--- config.mk ---
export PLATFORM = sky130hd
export DESIGN_NAME = gen_wave_sequencer_flat
export DESIGN_NICKNAME = d
export VERILOG_FILES = /design/src/rtl/gen_wave_sequencer_pkg.sv /design/src/rtl/gen_wave_sequencer_if.sv /design/src/rtl/gen_amp_scaler.sv /design/src/rtl/gen_wave_sequencer.sv /design/src/flat_wrapper.sv
export SDC_FILE = /design/constraint.sdc
export NUM_CORES = 2
export LEC_CHECK = 0
export BUFFER_PORTS_ARGS = -buffer_cell sky130_fd_sc_hd__buf_2
export CAP_MARGIN = 30
export CORE_AREA = 2 2 309 311
export CTS_CLUSTER_DIAMETER = 200
export DETAILED_ROUTE_END_ITERATION = 7
export DIE_AREA = 0 0 311 313
export PLACE_DENSITY = 0.57
export SLEW_MARGIN = 20
export SYNTH_ARGS = -nofsm -noshare
export SYNTH_HDL_FRONTEND = slang
export SYNTH_SLANG_ARGS = --single-unit
export TNS_END_PERCENT = 100
--- constraint.sdc ---
create_clock -name clk -period 12.5 [get_ports clk]
set_clock_uncertainty 0.15 [all_clocks]
set_input_delay 2.5 -clock clk [delete_from_list [all_inputs] [get_ports clk]]
set_output_delay 2.5 -clock clk [all_outputs]
set_load 0.03 [all_outputs]
--- src/rtl/gen_wave_sequencer_pkg.sv ---
// Shared types and fixed-point constants for the waveform sequencer.
// Samples and gains are signed Q4.28; the raw product is Q8.56.
package gen_wave_sequencer_pkg;

  localparam int GEN_DATA_WIDTH = 32;
  localparam int GEN_INT_BITS   = 4;
  localparam int GEN_LUT_ADDR   = 8;
  localparam int GEN_FRAC_BITS  = GEN_DATA_WIDTH - GEN_INT_BITS;
  localparam int GEN_PROD_WIDTH = 2 * GEN_DATA_WIDTH;

  // Unity gain in the sample format.
  localparam logic [GEN_DATA_WIDTH-1:0] AMP_RESET = GEN_DATA_WIDTH'(1) << GEN_FRAC_BITS;

  typedef enum logic [1:0] {
    COS   = 2'd0,
    SIN   = 2'd1,
    TRIAN = 2'd2,
    SQUA  = 2'd3
  } wave_sel_t;

  typedef enum logic [1:0] {
    IDLE  = 2'd0,
    FETCH = 2'd1,
    SCALE = 2'd2,
    PUSH  = 2'd3
  } seq_state_t;

endpackage

--- src/rtl/gen_wave_sequencer_if.sv ---
// Config, LUT and FIFO signals of the waveform sequencer.
// master = sequencer side, slave = the surrounding LUT/FIFO/control logic.
interface gen_wave_sequencer_if
  import gen_wave_sequencer_pkg::*;
#(
  parameter int DATA_WIDTH = GEN_DATA_WIDTH,
  parameter int LUT_ADDR   = GEN_LUT_ADDR
);

  logic                  cfg_valid;
  logic                  cfg_ready;
  logic [1:0]            cfg_wave;
  logic [LUT_ADDR-1:0]   cfg_phase_inc;
  logic [DATA_WIDTH-1:0] cfg_amp;
  logic [15:0]           cfg_num;
  logic                  start;
  logic                  stop;
  logic                  lut_en;
  logic [1:0]            lut_sel;
  logic [LUT_ADDR-1:0]   lut_addr;
  logic [DATA_WIDTH-1:0] lut_data;
  logic                  fifo_full;
  logic                  fifo_wr_en;
  logic [DATA_WIDTH-1:0] fifo_wdata;
  logic                  busy;
  logic                  done;

  modport master (
    input  cfg_valid, cfg_wave, cfg_phase_inc, cfg_amp, cfg_num,
    input  start, stop, lut_data, fifo_full,
    output cfg_ready, lut_en, lut_sel, lut_addr, fifo_wr_en, fifo_wdata, busy, done
  );

  modport slave (
    output cfg_valid, cfg_wave, cfg_phase_inc, cfg_amp, cfg_num,
    output start, stop, lut_data, fifo_full,
    input  cfg_ready, lut_en, lut_sel, lut_addr, fifo_wr_en, fifo_wdata, busy, done
  );

endinterface

--- src/rtl/gen_amp_scaler.sv ---
// Signed Q4.28 x Q4.28 multiply, truncated back to Q4.28 with saturation.
// Purely combinational; the caller registers the result.
module gen_amp_scaler
  import gen_wave_sequencer_pkg::*;
#(
  parameter int DATA_WIDTH = GEN_DATA_WIDTH,
  parameter int INT_BITS   = GEN_INT_BITS
) (
  input  logic [DATA_WIDTH-1:0] sample,
  input  logic [DATA_WIDTH-1:0] amp,
  output logic [DATA_WIDTH-1:0] result
);

  localparam int FRAC = DATA_WIDTH - INT_BITS;
  localparam int PW   = 2 * DATA_WIDTH;

  logic signed [PW-1:0] prod;
  logic [INT_BITS:0]    guard;
  logic                 unused_lsb;

  always_comb begin
    prod = $signed({{DATA_WIDTH{sample[DATA_WIDTH-1]}}, sample})
         * $signed({{DATA_WIDTH{amp[DATA_WIDTH-1]}}, amp});
    // Result fits only if every bit above the kept field copies its sign bit.
    guard      = prod[PW-1 -: INT_BITS+1];
    unused_lsb = ^prod[FRAC-1:0];
    if (&guard || ~|guard) begin
      result = prod[FRAC +: DATA_WIDTH];
    end else if (prod[PW-1]) begin
      result = {1'b1, {(DATA_WIDTH-1){1'b0}}};
    end else begin
      result = {1'b0, {(DATA_WIDTH-1){1'b1}}};
    end
  end

endmodule

--- src/rtl/gen_wave_sequencer.sv ---
// Fetches LUT words, scales them by a Q4.28 gain and pushes them into a FIFO.
// One sample per 3 cycles, first write 3 cycles after start; holds the sample in PUSH while fifo_full.
module gen_wave_sequencer
  import gen_wave_sequencer_pkg::*;
#(
  parameter int DATA_WIDTH = GEN_DATA_WIDTH,
  parameter int INT_BITS   = GEN_INT_BITS,
  parameter int LUT_ADDR   = GEN_LUT_ADDR
) (
  input logic                  clk,
  input logic                  rst_n,
  gen_wave_sequencer_if.master sq
);

  seq_state_t            state_q, state_d;
  wave_sel_t             wave_q, wave_d;
  logic [LUT_ADDR-1:0]   inc_q, inc_d;
  logic [LUT_ADDR-1:0]   phase_q, phase_d;
  logic [DATA_WIDTH-1:0] amp_q, amp_d;
  logic [DATA_WIDTH-1:0] sample_q, sample_d;
  logic [15:0]           num_q, num_d;
  logic [15:0]           cnt_q, cnt_d;
  logic                  done_q, done_d;
  logic [DATA_WIDTH-1:0] scaled;
  logic                  wr_en;
  logic                  last;

  gen_amp_scaler #(
    .DATA_WIDTH (DATA_WIDTH),
    .INT_BITS   (INT_BITS)
  ) u_scaler (
    .sample (sq.lut_data),
    .amp    (amp_q),
    .result (scaled)
  );

  assign wr_en = (state_q == PUSH) && !sq.fifo_full;
  // num of zero means free-running, so no sample is ever the last one.
  assign last  = (num_q != 16'd0) && ((cnt_q + 16'd1) == num_q);

  always_comb begin
    state_d  = state_q;
    wave_d   = wave_q;
    inc_d    = inc_q;
    amp_d    = amp_q;
    num_d    = num_q;
    phase_d  = phase_q;
    cnt_d    = cnt_q;
    sample_d = sample_q;
    done_d   = 1'b0;
    case (state_q)
      IDLE: begin
        if (sq.cfg_valid) begin
          wave_d = wave_sel_t'(sq.cfg_wave);
          inc_d  = sq.cfg_phase_inc;
          amp_d  = sq.cfg_amp;
          num_d  = sq.cfg_num;
        end
        if (sq.start) begin
          state_d = FETCH;
          phase_d = '0;
          cnt_d   = '0;
        end
      end
      FETCH: state_d = sq.stop ? IDLE : SCALE;
      SCALE: begin
        sample_d = scaled;
        state_d  = sq.stop ? IDLE : PUSH;
      end
      PUSH: begin
        if (wr_en) begin
          phase_d = phase_q + inc_q;
          cnt_d   = cnt_q + 16'd1;
        end
        if (sq.stop) begin
          state_d = IDLE;
        end else if (wr_en) begin
          if (last) begin
            state_d = IDLE;
            done_d  = 1'b1;
          end else begin
            state_d = FETCH;
          end
        end
      end
      default: state_d = IDLE;
    endcase
  end

  always_ff @(posedge clk or negedge rst_n) begin
    if (!rst_n) begin
      state_q  <= IDLE;
      wave_q   <= COS;
      inc_q    <= LUT_ADDR'(1);
      amp_q    <= DATA_WIDTH'(AMP_RESET);
      num_q    <= '0;
      phase_q  <= '0;
      cnt_q    <= '0;
      sample_q <= '0;
      done_q   <= 1'b0;
    end else begin
      state_q  <= state_d;
      wave_q   <= wave_d;
      inc_q    <= inc_d;
      amp_q    <= amp_d;
      num_q    <= num_d;
      phase_q  <= phase_d;
      cnt_q    <= cnt_d;
      sample_q <= sample_d;
      done_q   <= done_d;
    end
  end

  assign sq.cfg_ready  = (state_q == IDLE);
  assign sq.busy       = (state_q != IDLE);
  assign sq.lut_en     = (state_q == FETCH);
  assign sq.lut_sel    = (state_q == FETCH) ? 2'(wave_q) : 2'b00;
  assign sq.lut_addr   = (state_q == FETCH) ? phase_q : '0;
  assign sq.fifo_wr_en = wr_en;
  assign sq.fifo_wdata = sample_q;
  assign sq.done       = done_q;

endmodule

--- src/flat_wrapper.sv ---
// flat-port wrapper written by rule: the top's interface ports become plain ports
module gen_wave_sequencer_flat import gen_wave_sequencer_pkg::*;
#(
  parameter int DATA_WIDTH = GEN_DATA_WIDTH,
  parameter int INT_BITS   = GEN_INT_BITS,
  parameter int LUT_ADDR   = GEN_LUT_ADDR
)
  (clk, rst_n, sq_cfg_valid, sq_cfg_wave, sq_cfg_phase_inc, sq_cfg_amp, sq_cfg_num, sq_start, sq_stop, sq_lut_data, sq_fifo_full, sq_cfg_ready, sq_lut_en, sq_lut_sel, sq_lut_addr, sq_fifo_wr_en, sq_fifo_wdata, sq_busy, sq_done);
  gen_wave_sequencer_if #(.DATA_WIDTH(DATA_WIDTH), .LUT_ADDR(LUT_ADDR)) sq_i ();
  input logic clk;
  input logic rst_n;
  input wire logic [$bits(sq_i.cfg_valid)-1:0] sq_cfg_valid;
  input wire logic [$bits(sq_i.cfg_wave)-1:0] sq_cfg_wave;
  input wire logic [$bits(sq_i.cfg_phase_inc)-1:0] sq_cfg_phase_inc;
  input wire logic [$bits(sq_i.cfg_amp)-1:0] sq_cfg_amp;
  input wire logic [$bits(sq_i.cfg_num)-1:0] sq_cfg_num;
  input wire logic [$bits(sq_i.start)-1:0] sq_start;
  input wire logic [$bits(sq_i.stop)-1:0] sq_stop;
  input wire logic [$bits(sq_i.lut_data)-1:0] sq_lut_data;
  input wire logic [$bits(sq_i.fifo_full)-1:0] sq_fifo_full;
  output wire logic [$bits(sq_i.cfg_ready)-1:0] sq_cfg_ready;
  output wire logic [$bits(sq_i.lut_en)-1:0] sq_lut_en;
  output wire logic [$bits(sq_i.lut_sel)-1:0] sq_lut_sel;
  output wire logic [$bits(sq_i.lut_addr)-1:0] sq_lut_addr;
  output wire logic [$bits(sq_i.fifo_wr_en)-1:0] sq_fifo_wr_en;
  output wire logic [$bits(sq_i.fifo_wdata)-1:0] sq_fifo_wdata;
  output wire logic [$bits(sq_i.busy)-1:0] sq_busy;
  output wire logic [$bits(sq_i.done)-1:0] sq_done;
  assign sq_i.cfg_valid = sq_cfg_valid;
  assign sq_i.cfg_wave = sq_cfg_wave;
  assign sq_i.cfg_phase_inc = sq_cfg_phase_inc;
  assign sq_i.cfg_amp = sq_cfg_amp;
  assign sq_i.cfg_num = sq_cfg_num;
  assign sq_i.start = sq_start;
  assign sq_i.stop = sq_stop;
  assign sq_i.lut_data = sq_lut_data;
  assign sq_i.fifo_full = sq_fifo_full;
  assign sq_cfg_ready = sq_i.cfg_ready;
  assign sq_lut_en = sq_i.lut_en;
  assign sq_lut_sel = sq_i.lut_sel;
  assign sq_lut_addr = sq_i.lut_addr;
  assign sq_fifo_wr_en = sq_i.fifo_wr_en;
  assign sq_fifo_wdata = sq_i.fifo_wdata;
  assign sq_busy = sq_i.busy;
  assign sq_done = sq_i.done;
  gen_wave_sequencer #(.DATA_WIDTH(DATA_WIDTH), .INT_BITS(INT_BITS), .LUT_ADDR(LUT_ADDR)) u_core (.clk(clk), .rst_n(rst_n), .sq(sq_i));
endmodule
======== Word-level counts from Yosys, hierarchy flattened ========
Index checks and enable logic that the tools add are counted.
W data, S select, Z words.
storage, ports and cells
  register bits after elaboration ......... 117
  bits in latches ......................... 0
  bits in writable memories ............... 0
  bits in read-only memories .............. 0
  input port bits ......................... 96
  word-level logic and storage cells ...... 54
  memories ................................ 0
operators by class
  add/subtract/negate cells ............... 2
  multipliers ............................. 1
  divide/modulo/power cells ............... 0
  magnitude comparators ................... 0
  equal/unequal tests ..................... 7
  shift-type cells ........................ 0
  muxes and demuxes ....................... 21
  bitwise operators ....................... 0
  reduce and logical (&&, ||, !) cells .... 14
operators with widths
  kind                     number
  $mul A32 B32 Y64         1
  $mux W32                 2
  $mux W16                 2
  $pmux W16 S2             1
  $mux W8                  3
  $add A16 B1 Y16 const B  1
  $eq A16 B16 Y1           1
  $pmux W8 S2              1
  $reduce_bool A16 Y1      1
  $mux W2                  6
  $add A8 B8 Y8            1
  $pmux W2 S4              1
  $mux W1                  5
  $reduce_and A5 Y1        1
  $reduce_or A5 Y1         1
  $eq A2 B2 Y1 const B     2
  $ne A2 B2 Y1 const B     2
  $reduce_and A2 Y1        2
  $reduce_bool A2 Y1       2
  $ne A3 B3 Y1 const B     1
  $reduce_and A3 Y1        1
  $eq A2 B1 Y1 const B     1
  $logic_and A1 B1 Y1      2
  $logic_not A1 Y1         2
  other kinds (2)          2

======== Longest topological paths before layout ========
  depth after elaboration ................. 7
  depth in mapped cells ................... 30
  gate-level depth less buffers ........... 28

======== Modules after synthesis ========
Synthesis repeated with hierarchy kept, for this count alone.
unflattened totals
  cells, all modules ...................... 4,371
  area, all modules ....................... 41,755.0 µm²
by module, submodules not included
  module              instances  cells an instance  area each (µm²)  sequential area each (µm²)
  gen_amp_scaler      1          3,927              36,357.4         0.0
  gen_wave_sequencer  1          444                5,397.7          2,930.3

======== Least setup slack after synthesis ========
OpenSTA, ideal clock, no wires.
  path type ............................... input-to-reg
  start ................................... in sq_lut_data[31]
  end ..................................... reg u_core.sample_q[23] (netlist: u_core.sq.fifo_wdata[23])
  data arrival time ....................... 10,497 ps
  data required time ...................... 12,224 ps
  slack ................................... 1,727 ps
  cell stages on the path ................. 28
  buffers on the path ..................... 3
  path through ............................ clkbuf_1 nand2_1 inv_1 fa_1 fa_1 fa_1 inv_1 fa_1 inv_1 fa_1 fa_1 inv_1 fa_1 inv_1 fa_1 ha_1 buf_2 and4_1 a221oi_1 o21ai_1 o21bai_1 a221oi_2 o41ai_4 or3_1 nand3_2 o41ai_4 buf_6 a221o_1
between the ends
  word-level cells in the longest chain between the ends .. 5
  elaborated cells between the ends (all ways) .. 7
  classes of those cells .................. mul: 1; mux: 2; reduce/logical: 4
ends and longest elaborated chain
  element               RTL line                   source
  from (decl)           flat_wrapper.sv:19         input wire logic [$bits(sq_i.lut_data)-1:0] sq_lut_data;
  $mul A32 B32 Y64 *    gen_amp_scaler.sv:23       * $signed({{DATA_WIDTH{amp[DATA_WIDTH-1]}}, amp});
  $reduce_or A5 Y1      gen_amp_scaler.sv:27       if (&guard || ~|guard) begin
  $logic_not A1 Y1      gen_amp_scaler.sv:27
  $logic_or A1 B1 Y1    gen_amp_scaler.sv:27
  $mux W32 *            gen_amp_scaler.sv:27
  to (signal assigned)  gen_wave_sequencer.sv:109  sample_q <= sample_d;
  to (decl)             gen_wave_sequencer.sv:20   logic [DATA_WIDTH-1:0] sample_q, sample_d;
Mark *: on every way between the ends. The rest lies on a longest branch, timed or not.
A chain may end at the register's enable or synchronous reset.

======== Final worst setup path ========
  start ................................... in sq_lut_data[31]
  end ..................................... reg u_core.sample_q[19] (netlist: u_core.sq.fifo_wdata[19])
Same word-level chain as after synthesis.

==> key figures <==
Clock network
  • Root buf cell: clkbuf_16
  • Post-CTS Setup Bufs: 0
  • Worst-path clk slew: 70 ps
  • PostCTS Resize Cnt: 0
  • Total CTS buffers: 17
  • Worst-Skew Late Latency: 510 ps
  • H-tree depth: 4
  • Largest buffer count on any clock path: 2
  • Clock sink count: 117
  • CTS tree: yes
  • # hold bufs at CTS: 0

Synth
  • Number of flops mapped to enable cells by yosys: 0
  • Count of cell types in the netlist: 72
  • Share of Yosys cell area claimed by the top area cell type: 0.5281
  • Yosys warns: 0
  • Main synth FF type: dfrtp_1
  • Post-synthesis sequential area ratio: 0.07145
  • Top post-synthesis cells by area: fa_1 53%, inv_1 9.2%, and2_1 7.3%, dfrtp_1 7.0%, ha_1 5.9%
  • Mapped Nets: ~5700
  • Fraction of registers with async set/reset: 1.000
  • Gate Count Post-Synth: 4280
  • Synthesized flop and latch total: approximately 120
  • Cell taking the most area after synthesis: fa_1
  • Syn_area_per_cell: approximately 9.6 um^2
  • Synth Cell Area: 0.04101 mm^2

Timing
  • Setup TNS: 0 ps
  • Fmax: 88.07 MHz
  • RSZ-0062 raised after global routing: false
  • Rel. slew slack: 0.3243
  • Setup-failing EPs final: 0
  • Slew Viols, Final: 0
  • Final hold viol count: 0
  • Worst setup margin: between 1000 and 1500 ps
  • Final Cycle Share: 0.9084
  • Final Critical Period: about 11000 ps
  • Worst Tran Pin Value: 1014 ps

Die
  • # rows: between 100 and 150
  • Die area: 0.09734 mm^2
  • Die extent in x: 311 um
  • Starting Density: 0.4356
  • Core area: 0.09416 mm^2
  • IO Count: 143
  • Die height: 313 um

Global routing
  • First-pass GRT wire length: around 180000 um
  • Initial antenna violation count: 3
  • GRT overflow: 0
  • Vias in the first global route: 31330
  • Largest net degree at the start of global routing: 72
  • GRT Total Usage: 0.2446

Finish
  • N_diodes: 0
  • Share of cells above drive strength 1: 0.07135
  • Filler cell count: 9203
  • NumNets Final: 5632
  • Area grow syn2layout: 5.973%

Worst hold path
  • Hold crit path type: flop to flop
  • HP Start: u_core.phase_q[7]
  • Hold Path End: u_core.phase_q[7]
  • Hold Crit Depth: 1

Critical path
  • Worst reg2reg setup slack: about 2700 ps
  • Most common cell on crit path: fa_1
  • Worst EP arrival: between 10000 and 15000 ps
  • Critical R2R Launch: u_core.amp_q[2]
  • Worst stage delay on the critical path: 940 ps
  • Startpoint Class: primary input
  • Crit-path max FO: 31
  • CP Data Required Time: 12710 ps
  • R2R depth: 26
  • CP Class: primary input to flop
  • Critical path endpoint category: flop
  • Slowest CP cell: fa_1
  • R2r endpoint: u_core.sq.fifo_wdata[19]

Job
  • Max cap viols: 0

Routing
  • Vias: 28520
  • Initial DRT Pass Iterations: 5
  • Met3 routed WL: about 6500 um
  • Via/cell ratio: approximately 5
  • Metal-1 WL: between 50000 and 60000 um
  • DR WL/cell: 20.28 um
  • Initial DRC count: 1842
  • Post-Route WL: 112400 um
  • Top routing layer in use: met5
  • Met2 WL: 52980 um
  • Post-DRT Antenna Nets: 0
  • Post-route DRC: 0

Placed design
  • GP Congestion: between 0.8 and 0.9
  • Pre-CTS setup slack: 709.6 ps
  • Port Buffers: between 100 and 150
  • Post-DP HPWL: between 90000 and 100000 um

Run status
  • Status: completed
sequential cells by signal (all words and copies together), names as in the netlist:
register and cells:
u_core.amp_q 32, u_core.cnt_q 16, u_core.inc_q 8, u_core.num_q 16
u_core.phase_q 8, u_core.sq.done 1, u_core.sq.fifo_wdata 32, u_core.state_q 2
u_core.wave_q 2
synthesized netlist by cell type (14+ instances only):
cell type	instances
a221o_1	29
a21o_1	19
ha_1	192
xnor2_1	52
clkbuf_1	221
nand3_1	16
nand2_1	597
inv_1	1009
and3_1	14
nand4_1	20
o21ai_0	60
and2_1	476
a21oi_1	65
dfrtp_1	115
nor2_1	67
mux2_2	58
fa_1	1082
xor2_1	30
cells in the final DEF (no fill, tap or decap), types with 10 or more instances in the layout:
cell type | Yosys | final
fa_1 | 1082 | 1082
inv_1 | 1009 | 1009
nand2_1 | 597 | 596
and2_1 | 476 | 476
ha_1 | 192 | 192
buf_2 | 4 | 141
dfrtp_1 | 115 | 114
nor2_1 | 67 | 67
a21oi_1 | 65 | 65
o21ai_0 | 60 | 60
mux2_2 | 58 | 58
xnor2_1 | 52 | 52
buf_4 | 0 | 50
xor2_1 | 30 | 30
a221o_1 | 29 | 29
nand4_1 | 20 | 20
a21o_1 | 19 | 19
clkbuf_16 | 0 | 17
nand3_1 | 16 | 16
and3_1 | 14 | 14
nor3_1 | 12 | 11
nand2b_1 | 10 | 10
o21bai_1 | 10 | 10
cells by family (layout without fill, tap and decap cells):
family                     after synthesis  in the layout  synth area share
adders and majority gates             1274           1274            0.5867
DFF                                    117            117           0.07145
xor gates and xnor gates                82             82           0.01751
muxes                                   59             59           0.01617
and+or+nand+nor                       1239           1239            0.1486
AOI/OAI and AO/OA                      268            268           0.04527
buffers and inverters                 1241           1236            0.1143
area by class of cell:
class | count | area [um^2] | area share
Tap cell | 1265 | 1583 | 0.03642
Clock inverter | 14 | 167.7 | 0.003857
Sequential cell | 117 | 2932 | 0.06745
Clock buffer | 18 | 429.2 | 0.009874
Timing Repair Buffer | 195 | 1142 | 0.02628
Multi-Input combinational cell | 2922 | 33420 | 0.7690
Inverter | 1009 | 3787 | 0.08714
critical path: cells and delay by family:
| kind | cells | cell delay (ps) |
|---|---|---|
| AO/OA/AOI/OAI | 7 | 1550 |
| AND/OR/NAND/NOR | 4 | 920 |
| adder cells (fa/ha/maj) | 9 | 5250 |
| buffers and inverters | 7 | 1320 |
stage by stage:
step	cells	hold WS (ps)	util	area, um^2
final	5540	342.8	0.4616	43460
after global routing	5540	359.3	0.4616	43460
after CTS	5538	342.9	0.4613	43440
after detailed placement	5506	334.9	0.4550	42840
after global placement	5505	330.1	0.4546	42810
after floorplan	4280	293.0	-	41010
worst max path at each step:
stage | from | endpoint | cells after the start | slack [ps]
floorplan | sq_lut_data[31] | u_core.sq.fifo_wdata[23] | 28 | 1730
global placement | sq_lut_data[31] | u_core.sq.fifo_wdata[1] | 27 | 890
detailed placement | sq_lut_data[31] | u_core.sq.fifo_wdata[13] | 27 | 710
CTS | sq_lut_data[31] | u_core.sq.fifo_wdata[13] | 27 | 1210
global route | sq_lut_data[31] | u_core.sq.fifo_wdata[1] | 27 | 690
finish | sq_lut_data[31] | u_core.sq.fifo_wdata[19] | 27 | 1150
routing by layer:
metal,vias up,global-route usage
li1,12420,-
met1,15230,0.3483
met2,754,0.3944
met3,116,0.03818
met4,4,0.06017
met5,-,0
Power is left out: the tool's default activity adds up to more than one toggle a clock period on the data nets, which glitch-free logic cannot reach.
